[src/rtl/uart_pkg.sv]
// ---------------------------------------------------------------------------
// uart_pkg
// Shared definitions for the memory-mapped UART receiver:
//   - UART_TX_ADDR   : address of the neighbouring TX port
//   - STATUS/DATA register offsets relative to the RX base address
//   - rx_state_t     : receiver FSM state encoding
//   - STATUS register bit positions
// ---------------------------------------------------------------------------
package uart_pkg;

    localparam logic [31:0] UART_TX_ADDR = 32'h0000_1000;

    localparam logic [31:0] STATUS_OFS = 32'h0000_0000;
    localparam logic [31:0] DATA_OFS   = 32'h0000_0004;

    typedef enum logic [2:0] {
        IDLE,
        START,
        DATA,
        PARITY,
        STOP,
        WAIT_IDLE
    } rx_state_t;

    localparam int ST_NOT_EMPTY = 0;
    localparam int ST_OVERRUN   = 1;
    localparam int ST_FRAME_ERR = 2;
    localparam int ST_PARITY    = 3;
    localparam int ST_COUNT     = 8;   // 5-bit field [12:8]

endpackage

[src/rtl/uart_rx_fifo.sv]
// ---------------------------------------------------------------------------
// uart_rx_fifo
// Synchronous byte FIFO for received characters.
// Ports:
//   clk, rst       : clock, asynchronous active-high reset
//   push_i, din_i  : write request and byte
//   pop_i          : read request (ignored when empty)
//   head_o         : oldest byte, combinational (undefined when empty)
//   full_o/empty_o : occupancy flags
//   count_o        : current entries, count_next_o : entries after this edge
//   drop_o         : push rejected because FIFO full and no pop this cycle
// A push into a full FIFO is accepted when a pop happens in the same cycle.
// ---------------------------------------------------------------------------
module uart_rx_fifo #(
    parameter int DEPTH = 8,
    localparam int PW   = $clog2(DEPTH),
    localparam int CW   = $clog2(DEPTH) + 1
) (
    input  logic          clk,
    input  logic          rst,
    input  logic          push_i,
    input  logic [7:0]    din_i,
    input  logic          pop_i,
    output logic [7:0]    head_o,
    output logic          full_o,
    output logic          empty_o,
    output logic [CW-1:0] count_o,
    output logic [CW-1:0] count_next_o,
    output logic          drop_o
);

    logic [7:0]    mem_q [DEPTH];
    logic [PW-1:0] wr_ptr_q, rd_ptr_q;
    logic [CW-1:0] count_q, count_d;
    logic          do_push, do_pop;

    assign empty_o = (count_q == '0);
    assign full_o  = (count_q == CW'(DEPTH));
    assign do_pop  = pop_i && !empty_o;
    // When full, the slot being popped is the one the write pointer aims at,
    // so a same-cycle push simply reuses it as the new tail.
    assign do_push = push_i && (!full_o || do_pop);
    assign drop_o  = push_i && !do_push;

    always_comb begin
        count_d = count_q;
        if (do_push && !do_pop)
            count_d = count_q + 1'b1;
        else if (do_pop && !do_push)
            count_d = count_q - 1'b1;
    end

    always_ff @(posedge clk or posedge rst) begin
        if (rst) begin
            wr_ptr_q <= '0;
            rd_ptr_q <= '0;
            count_q  <= '0;
        end else begin
            if (do_push) wr_ptr_q <= wr_ptr_q + 1'b1;
            if (do_pop)  rd_ptr_q <= rd_ptr_q + 1'b1;
            count_q <= count_d;
        end
    end

    always_ff @(posedge clk) begin
        if (do_push) mem_q[wr_ptr_q] <= din_i;
    end

    assign head_o       = mem_q[rd_ptr_q];
    assign count_o      = count_q;
    assign count_next_o = count_d;

endmodule

[src/rtl/uart_rx_mmio.sv]
// ---------------------------------------------------------------------------
// uart_rx_mmio
// UART receiver (8N1, or 8E1 when UART_RX_PARITY_EN is defined) with a
// receive FIFO, read through two memory-mapped registers.
// Ports:
//   clk      : clock
//   rst      : asynchronous active-high reset
//   uart_rx  : serial line, idle high, asynchronous to clk
//   rd_addr  : core load address
//   rd_en    : load strobe; qualifies pop and flag-clear side effects
//   rd_data  : combinational read data (0 for unmapped addresses)
//   rx_irq   : registered, high while the FIFO holds data
// Registers:
//   BASE_ADDR   STATUS [0] not_empty [1] overrun [2] frame_err
//                      [3] parity_err [12:8] count; read clears [3:1]
//   BASE_ADDR+4 DATA   [7:0] head byte (0 when empty); read pops
// Macro: UART_RX_PARITY_EN enables the even-parity bit.
// ---------------------------------------------------------------------------
module uart_rx_mmio
    import uart_pkg::*;
#(
    parameter int          CLK_DIV    = 16,
    parameter int          FIFO_DEPTH = 8,
    parameter logic [31:0] BASE_ADDR  = 32'h0000_1004
) (
    input  logic        clk,
    input  logic        rst,
    input  logic        uart_rx,
    input  logic [31:0] rd_addr,
    input  logic        rd_en,
    output logic [31:0] rd_data,
    output logic        rx_irq
);

    localparam int CNT_W = $clog2(CLK_DIV);
    localparam int CW    = $clog2(FIFO_DEPTH) + 1;
    localparam logic [31:0] A_STATUS = BASE_ADDR + STATUS_OFS;
    localparam logic [31:0] A_DATA   = BASE_ADDR + DATA_OFS;

    // Line synchronizer plus one history flop for falling-edge detection.
    logic sync1_q, sync2_q, prev_q;
    logic line;

    always_ff @(posedge clk or posedge rst) begin
        if (rst) begin
            sync1_q <= 1'b1;
            sync2_q <= 1'b1;
            prev_q  <= 1'b1;
        end else begin
            sync1_q <= uart_rx;
            sync2_q <= sync1_q;
            prev_q  <= sync2_q;
        end
    end

    assign line = sync2_q;

    // Receiver FSM
    rx_state_t        state_q, state_d;
    logic [CNT_W-1:0] cnt_q, cnt_d;
    logic [2:0]       bit_q, bit_d;
    logic [7:0]       shreg_q, shreg_d;
    logic             push, set_frame;
`ifdef UART_RX_PARITY_EN
    logic             par_bad_q, par_bad_d;
    logic             set_parity;
`endif

    always_ff @(posedge clk or posedge rst) begin
        if (rst) begin
            state_q   <= IDLE;
            cnt_q     <= '0;
            bit_q     <= '0;
            shreg_q   <= '0;
`ifdef UART_RX_PARITY_EN
            par_bad_q <= 1'b0;
`endif
        end else begin
            state_q   <= state_d;
            cnt_q     <= cnt_d;
            bit_q     <= bit_d;
            shreg_q   <= shreg_d;
`ifdef UART_RX_PARITY_EN
            par_bad_q <= par_bad_d;
`endif
        end
    end

    always_comb begin
        state_d    = state_q;
        cnt_d      = cnt_q;
        bit_d      = bit_q;
        shreg_d    = shreg_q;
        push       = 1'b0;
        set_frame  = 1'b0;
`ifdef UART_RX_PARITY_EN
        par_bad_d  = par_bad_q;
        set_parity = 1'b0;
`endif
        case (state_q)
            IDLE: begin
                if (prev_q && !line) begin
                    state_d = START;
                    cnt_d   = CNT_W'(CLK_DIV / 2 - 1);
                end
            end
            START: begin
                if (cnt_q == '0) begin
                    // Mid start bit: still low means a real frame.
                    if (!line) begin
                        state_d = DATA;
                        cnt_d   = CNT_W'(CLK_DIV - 1);
                        bit_d   = '0;
`ifdef UART_RX_PARITY_EN
                        par_bad_d = 1'b0;
`endif
                    end else begin
                        state_d = IDLE;
                    end
                end else begin
                    cnt_d = cnt_q - 1'b1;
                end
            end
            DATA: begin
                if (cnt_q == '0) begin
                    shreg_d = {line, shreg_q[7:1]};
                    cnt_d   = CNT_W'(CLK_DIV - 1);
                    if (bit_q == 3'd7) begin
`ifdef UART_RX_PARITY_EN
                        state_d = PARITY;
`else
                        state_d = STOP;
`endif
                    end else begin
                        bit_d = bit_q + 1'b1;
                    end
                end else begin
                    cnt_d = cnt_q - 1'b1;
                end
            end
            PARITY: begin
`ifdef UART_RX_PARITY_EN
                if (cnt_q == '0) begin
                    // Even parity: data ones plus parity bit must be even.
                    if ((^shreg_q) ^ line) begin
                        set_parity = 1'b1;
                        par_bad_d  = 1'b1;
                    end
                    state_d = STOP;
                    cnt_d   = CNT_W'(CLK_DIV - 1);
                end else begin
                    cnt_d = cnt_q - 1'b1;
                end
`else
                state_d = IDLE;
`endif
            end
            STOP: begin
                if (cnt_q == '0) begin
                    if (!line) begin
                        set_frame = 1'b1;
                        state_d   = WAIT_IDLE;
                    end else begin
`ifdef UART_RX_PARITY_EN
                        push = !par_bad_q;
`else
                        push = 1'b1;
`endif
                        state_d = IDLE;
                    end
                end else begin
                    cnt_d = cnt_q - 1'b1;
                end
            end
            WAIT_IDLE: begin
                if (line) state_d = IDLE;
            end
            default: state_d = IDLE;
        endcase
    end

    // FIFO and register interface
    logic [7:0]    fifo_head;
    logic          fifo_full, fifo_empty, fifo_drop;
    logic [CW-1:0] fifo_count, fifo_count_next;
    logic          pop, stat_rd;

    assign pop     = rd_en && (rd_addr == A_DATA);
    assign stat_rd = rd_en && (rd_addr == A_STATUS);

    uart_rx_fifo #(.DEPTH(FIFO_DEPTH)) u_fifo (
        .clk          (clk),
        .rst          (rst),
        .push_i       (push),
        .din_i        (shreg_q),
        .pop_i        (pop),
        .head_o       (fifo_head),
        .full_o       (fifo_full),
        .empty_o      (fifo_empty),
        .count_o      (fifo_count),
        .count_next_o (fifo_count_next),
        .drop_o       (fifo_drop)
    );

    // Sticky flags: a set in the same cycle as a STATUS read wins.
    logic overrun_q, overrun_d, frame_q, frame_d, parity_flag, irq_q;
`ifdef UART_RX_PARITY_EN
    logic parity_q, parity_d;
    assign parity_d    = (parity_q && !stat_rd) || set_parity;
    assign parity_flag = parity_q;
`else
    assign parity_flag = 1'b0;
`endif
    assign overrun_d = (overrun_q && !stat_rd) || fifo_drop;
    assign frame_d   = (frame_q && !stat_rd) || set_frame;

    always_ff @(posedge clk or posedge rst) begin
        if (rst) begin
            overrun_q <= 1'b0;
            frame_q   <= 1'b0;
            irq_q     <= 1'b0;
`ifdef UART_RX_PARITY_EN
            parity_q  <= 1'b0;
`endif
        end else begin
            overrun_q <= overrun_d;
            frame_q   <= frame_d;
            irq_q     <= (fifo_count_next != '0);
`ifdef UART_RX_PARITY_EN
            parity_q  <= parity_d;
`endif
        end
    end

    assign rx_irq = irq_q;

    logic [31:0] status;
    always_comb begin
        status                  = '0;
        status[ST_NOT_EMPTY]    = !fifo_empty;
        status[ST_OVERRUN]      = overrun_q;
        status[ST_FRAME_ERR]    = frame_q;
        status[ST_PARITY]       = parity_flag;
        status[ST_COUNT +: 5]   = 5'(fifo_count);
    end

    always_comb begin
        rd_data = '0;
        if (rd_addr == A_STATUS)
            rd_data = status;
        else if (rd_addr == A_DATA && !fifo_empty)
            rd_data = {24'h0, fifo_head};
    end

    // Full flag is observable only through count; keep it referenced.
    logic unused_full;
    assign unused_full = fifo_full;

endmodule

[config.mk]
export PLATFORM = sky130hd
export DESIGN_NAME = uart_rx_mmio
export DESIGN_NICKNAME = d
export VERILOG_FILES = /design/src/rtl/uart_pkg.sv /design/src/rtl/uart_rx_fifo.sv /design/src/rtl/uart_rx_mmio.sv
export SDC_FILE = /design/constraint.sdc
export NUM_CORES = 1
export LEC_CHECK = 0
export CAP_MARGIN = 10
export CORE_MARGIN = 2
export CORE_UTILIZATION = 60
export CTS_BUF_LIST = sky130_fd_sc_hd__clkbuf_8
export DETAILED_ROUTE_END_ITERATION = 10
export GPL_TIMING_DRIVEN = 0
export PLACE_DENSITY = 0.92
export SLEW_MARGIN = 20
export SYNTH_ARGS = -nofsm -noshare
export SYNTH_HDL_FRONTEND = slang
export SYNTH_SLANG_ARGS = --single-unit
[constraint.sdc]
create_clock -name clk -period 10.1 [get_ports clk]
set_clock_uncertainty 0.2 [all_clocks]
set_input_delay 2.525 -clock clk [delete_from_list [all_inputs] [get_ports clk]]
set_output_delay 2.525 -clock clk [all_outputs]
set_load 0.005 [all_outputs]
==> results_dict.tcl <==
set metrics [dict create \
    grt_max_degree 35 \
    yosysTopAreaCellShare 0.424 \
    die_h_um 90.9 \
    yosysMostFrequentCell "edfxtp_1" \
    antenna_left 0 \
    cp_max_fo 5 \
    h-tree-depth 3 \
    finalCritPeriodShare 0.787 \
    crit_type "in -> out" \
    power_leakage_uw 0.00199 \
    pin_count 69 \
    synth_top_area_cell "edfxtp_1" \
    reg2reg_slack_ps 6030 \
    setup_viol 0 \
    endpoint_kind "output port" \
    synth-async-reset-ratio 0.347 \
    rsz0062_at_grt "no" \
    die_width_um 90.9 \
    grt_pass1_wl_mm 15.3 \
    drt_iter0_drc 218 \
    overflow 0 \
    cts-root-buf "clkbuf_8" \
    gr-usage-all-layers 0.244 \
    crit_chain "clkdlybuf4s50_1 -> nor4_1 -> nand4_1 -> nor4b_1 -> nand2_1 -> o21ai_0 -> clkdlybuf4s50_1" \
    pwr-share-seq 0.564 \
    synth_common_cells "edfxtp_1 (64), dfrtp_1 (31), nor2_1 (28)" \
    yosysSeqAreaShare 0.613 \
    fmax_mhz 126 \
    cts_tree "done" \
    cp_slowest_cell "nor4b_1" \
    synthDistinctLibCells 49 \
    io_buffers 48 \
    diodes 0 \
    clockBufferDepth 2 \
    critPathLaunchType "input pin" \
    maxSlewViolCount 0 \
    fin_crit_ps 7950 \
    cp_slowest_stage_delay_ps 880 \
    worst_path_most_repeated_cell "clkdlybuf4s50_1" \
    syn2layout_area_growth_pct 19.3 \
    dr.pass1.iters 4 \
    cts_made_buffers 9 \
    place_congestion 0.878 \
    switchingPower_uw 219 \
    vias 2949 \
    p_int_uw 584 \
    slew_headroom 0.356 \
    num_rows 31 \
    setup_ws_ps 2150 \
    synth_seq_cells 98 \
    cts_sinks 98 \
    combPwrFrac 0.134 \
    dieArea_um2 8260 \
    drive_gt1_frac 0.209 \
    arrival_ps 5230 \
    cts.clk_slew.worst_paths_ps 90 \
    p_sw_frac 0.273 \
    start_util 0.621 \
    drcViolationCount 0 \
    first_global_vias 3002 \
    finalSetupTns_ps 0 \
    synth_ff_type "edfxtp_1" \
    hold_class "reg -> reg" \
    post_cts_buffers 0 \
    vdd_drop_max_v 0.0000909 \
    post-dp-hpwl_mm 6.65 \
    drt-wirelength-per-cell_um 18.9 \
    yosys_warnings 0 \
    nets 445 \
    cts_resized 0 \
    grt_antenna_before_repair 0 \
    avgViaCountPerCell 5.84 \
    worst_pin_slew_ps 952 \
    cp.required_ps 7380 \
    finalHoldViolations 0 \
    synth.cell_area_um2 4530 \
    coreArea_um2 7290 \
    dp_slack_ps 2220 \
    clk_latency_ps 360 \
    max_cap_violations 0 \
    power_density_nw_per_um2 148 \
    netlist_top_cells_area "edfxtp_1 (42%), dfrtp_1 (17%), mux4_2 (8.0%), buf_4 (3.3%), mux2_2 (3.0%)" \
    status "finished, final reports clean" \
    ctsHoldBuffers 0 \
    syn_avg_cell_area_um2 14.0 \
    synth_edf_count 64 \
    routed_wl_mm 9.55 \
    post-place-cells 489 \
    p_clk_frac 0.302 \
    instances_no_fill 505 \
    syn_inst 323 \
]
==> sequential cells by signal, summed over array words and instances, names as in the netlist <==
name	flops
u_fifo.mem_q	64
shreg_q	8
cnt_q	4
u_fifo.count_o	4
bit_q	3
state_q	3
u_fifo.rd_ptr_q	3
u_fifo.wr_ptr_q	3
frame_q	1
line	1
overrun_q	1
prev_q	1
rx_irq	1
sync1_q	1
==> routing by layer <==
metal,GRT usage,part of all wire,vias up
li1,-,-,1330
met2,0.420,0.52,160
met4,0.124,0.030,0
met3,0.0484,0.072,21
met1,0.293,0.38,1438
met5,0,0,-
==> per-stage QoR <==
stage           util  power, uW  instance area [um2]  hold WS, ps
6_report       0.742        803                 5410          160
5_1_grt        0.742        839                 5410          171
4_1_cts        0.742        805                 5410          161
3_5_place_dp   0.716        568                 5220          147
3_3_place_gp   0.714        561                 5210          146
2_1_floorplan      -        532                 4600          145
==> cell families (layout without fill, tap and decap cells) <==
family,after synthesis,after routing,share of synthesized area
AO/OA/AOI/OAI,33,33,0.0458
XOR/XNOR,6,6,0.0116
adder cells (fa/ha/maj),8,8,0.0221
buffers and inverters,37,101,0.0475
flip-flops,98,98,0.613
multiplexers,40,40,0.136
other,1,20,0.000827
AND/OR/NAND/NOR,100,100,0.124
==> power groups by stage <==
stage	clock network (uW)	logic [uW]	registers [uW]
2_1_floorplan	0	74.6	457
3_3_place_gp	0	100	460
3_5_place_dp	0	107	461
4_1_cts	245	107	453
5_1_grt	262	121	456
6_report	242	108	453
==> cell type report <==
type                       count  area (um2)
inverter                       7        26.3
buffer                        30         189
fill                         426        1880
tap                           99         124
multi-input combinational    207        1620
sequential                    98        2780
clock buffer                   9         124
timing repair buffer          48         480
clock inverter                 7        66.3
==> worst paths after layout <==
kind / startpoint / endpoint / cells past startpoint
max: rd_addr[0] / rd_data[1] / 7
min: sync1_q$_DFF_PP1_ / line$_DFF_PP1_ / 0
max reg2reg: u_fifo.count_o[1]$_DFF_PP0_ / u_fifo.mem_q[2][5]$_DFFE_PP_ / 8
min reg2reg: sync1_q$_DFF_PP1_ / line$_DFF_PP1_ / 0
max in group asynchronous: rst / u_fifo.wr_ptr_q[2]$_DFFE_PP0P_ / 2
min in group asynchronous: rst / shreg_q[3]$_DFFE_PP0P_ / 2
==> placed cells by master, fill, tap and decap left out, drive strengths merged, types with 2 or more instances in the layout <==
cell type / netlist / layout
a21oi: 6 / 6
a22oi: 2 / 2
and2: 2 / 2
buf: 23 / 23
clkbuf: 7 / 16
clkdlybuf4s50: 0 / 48
conb: 1 / 20
dfrtp: 31 / 31
dfstp: 3 / 3
edfxtp: 64 / 64
ha: 8 / 8
inv: 7 / 13
mux2: 12 / 12
mux2i: 12 / 12
mux4: 16 / 16
nand2: 27 / 27
nand2b: 3 / 3
nand3: 3 / 3
nand4: 3 / 3
nor2: 28 / 28
nor2b: 5 / 5
nor3: 6 / 6
nor3b: 2 / 2
nor4: 9 / 9
nor4b: 2 / 2
o21ai: 13 / 13
o31ai: 3 / 3
o32ai: 3 / 3
or2: 3 / 3
or3: 2 / 2
or3b: 2 / 2
xnor2: 3 / 3
xor2: 3 / 3
==> critical path: cells and delay by family <==
kind / cells / cell delay, ps
buf+inv: 2 / 940
simple gates: 4 / 1640
compound gates: 1 / 120
No activity file was read; power rests on OpenSTA's default activity.
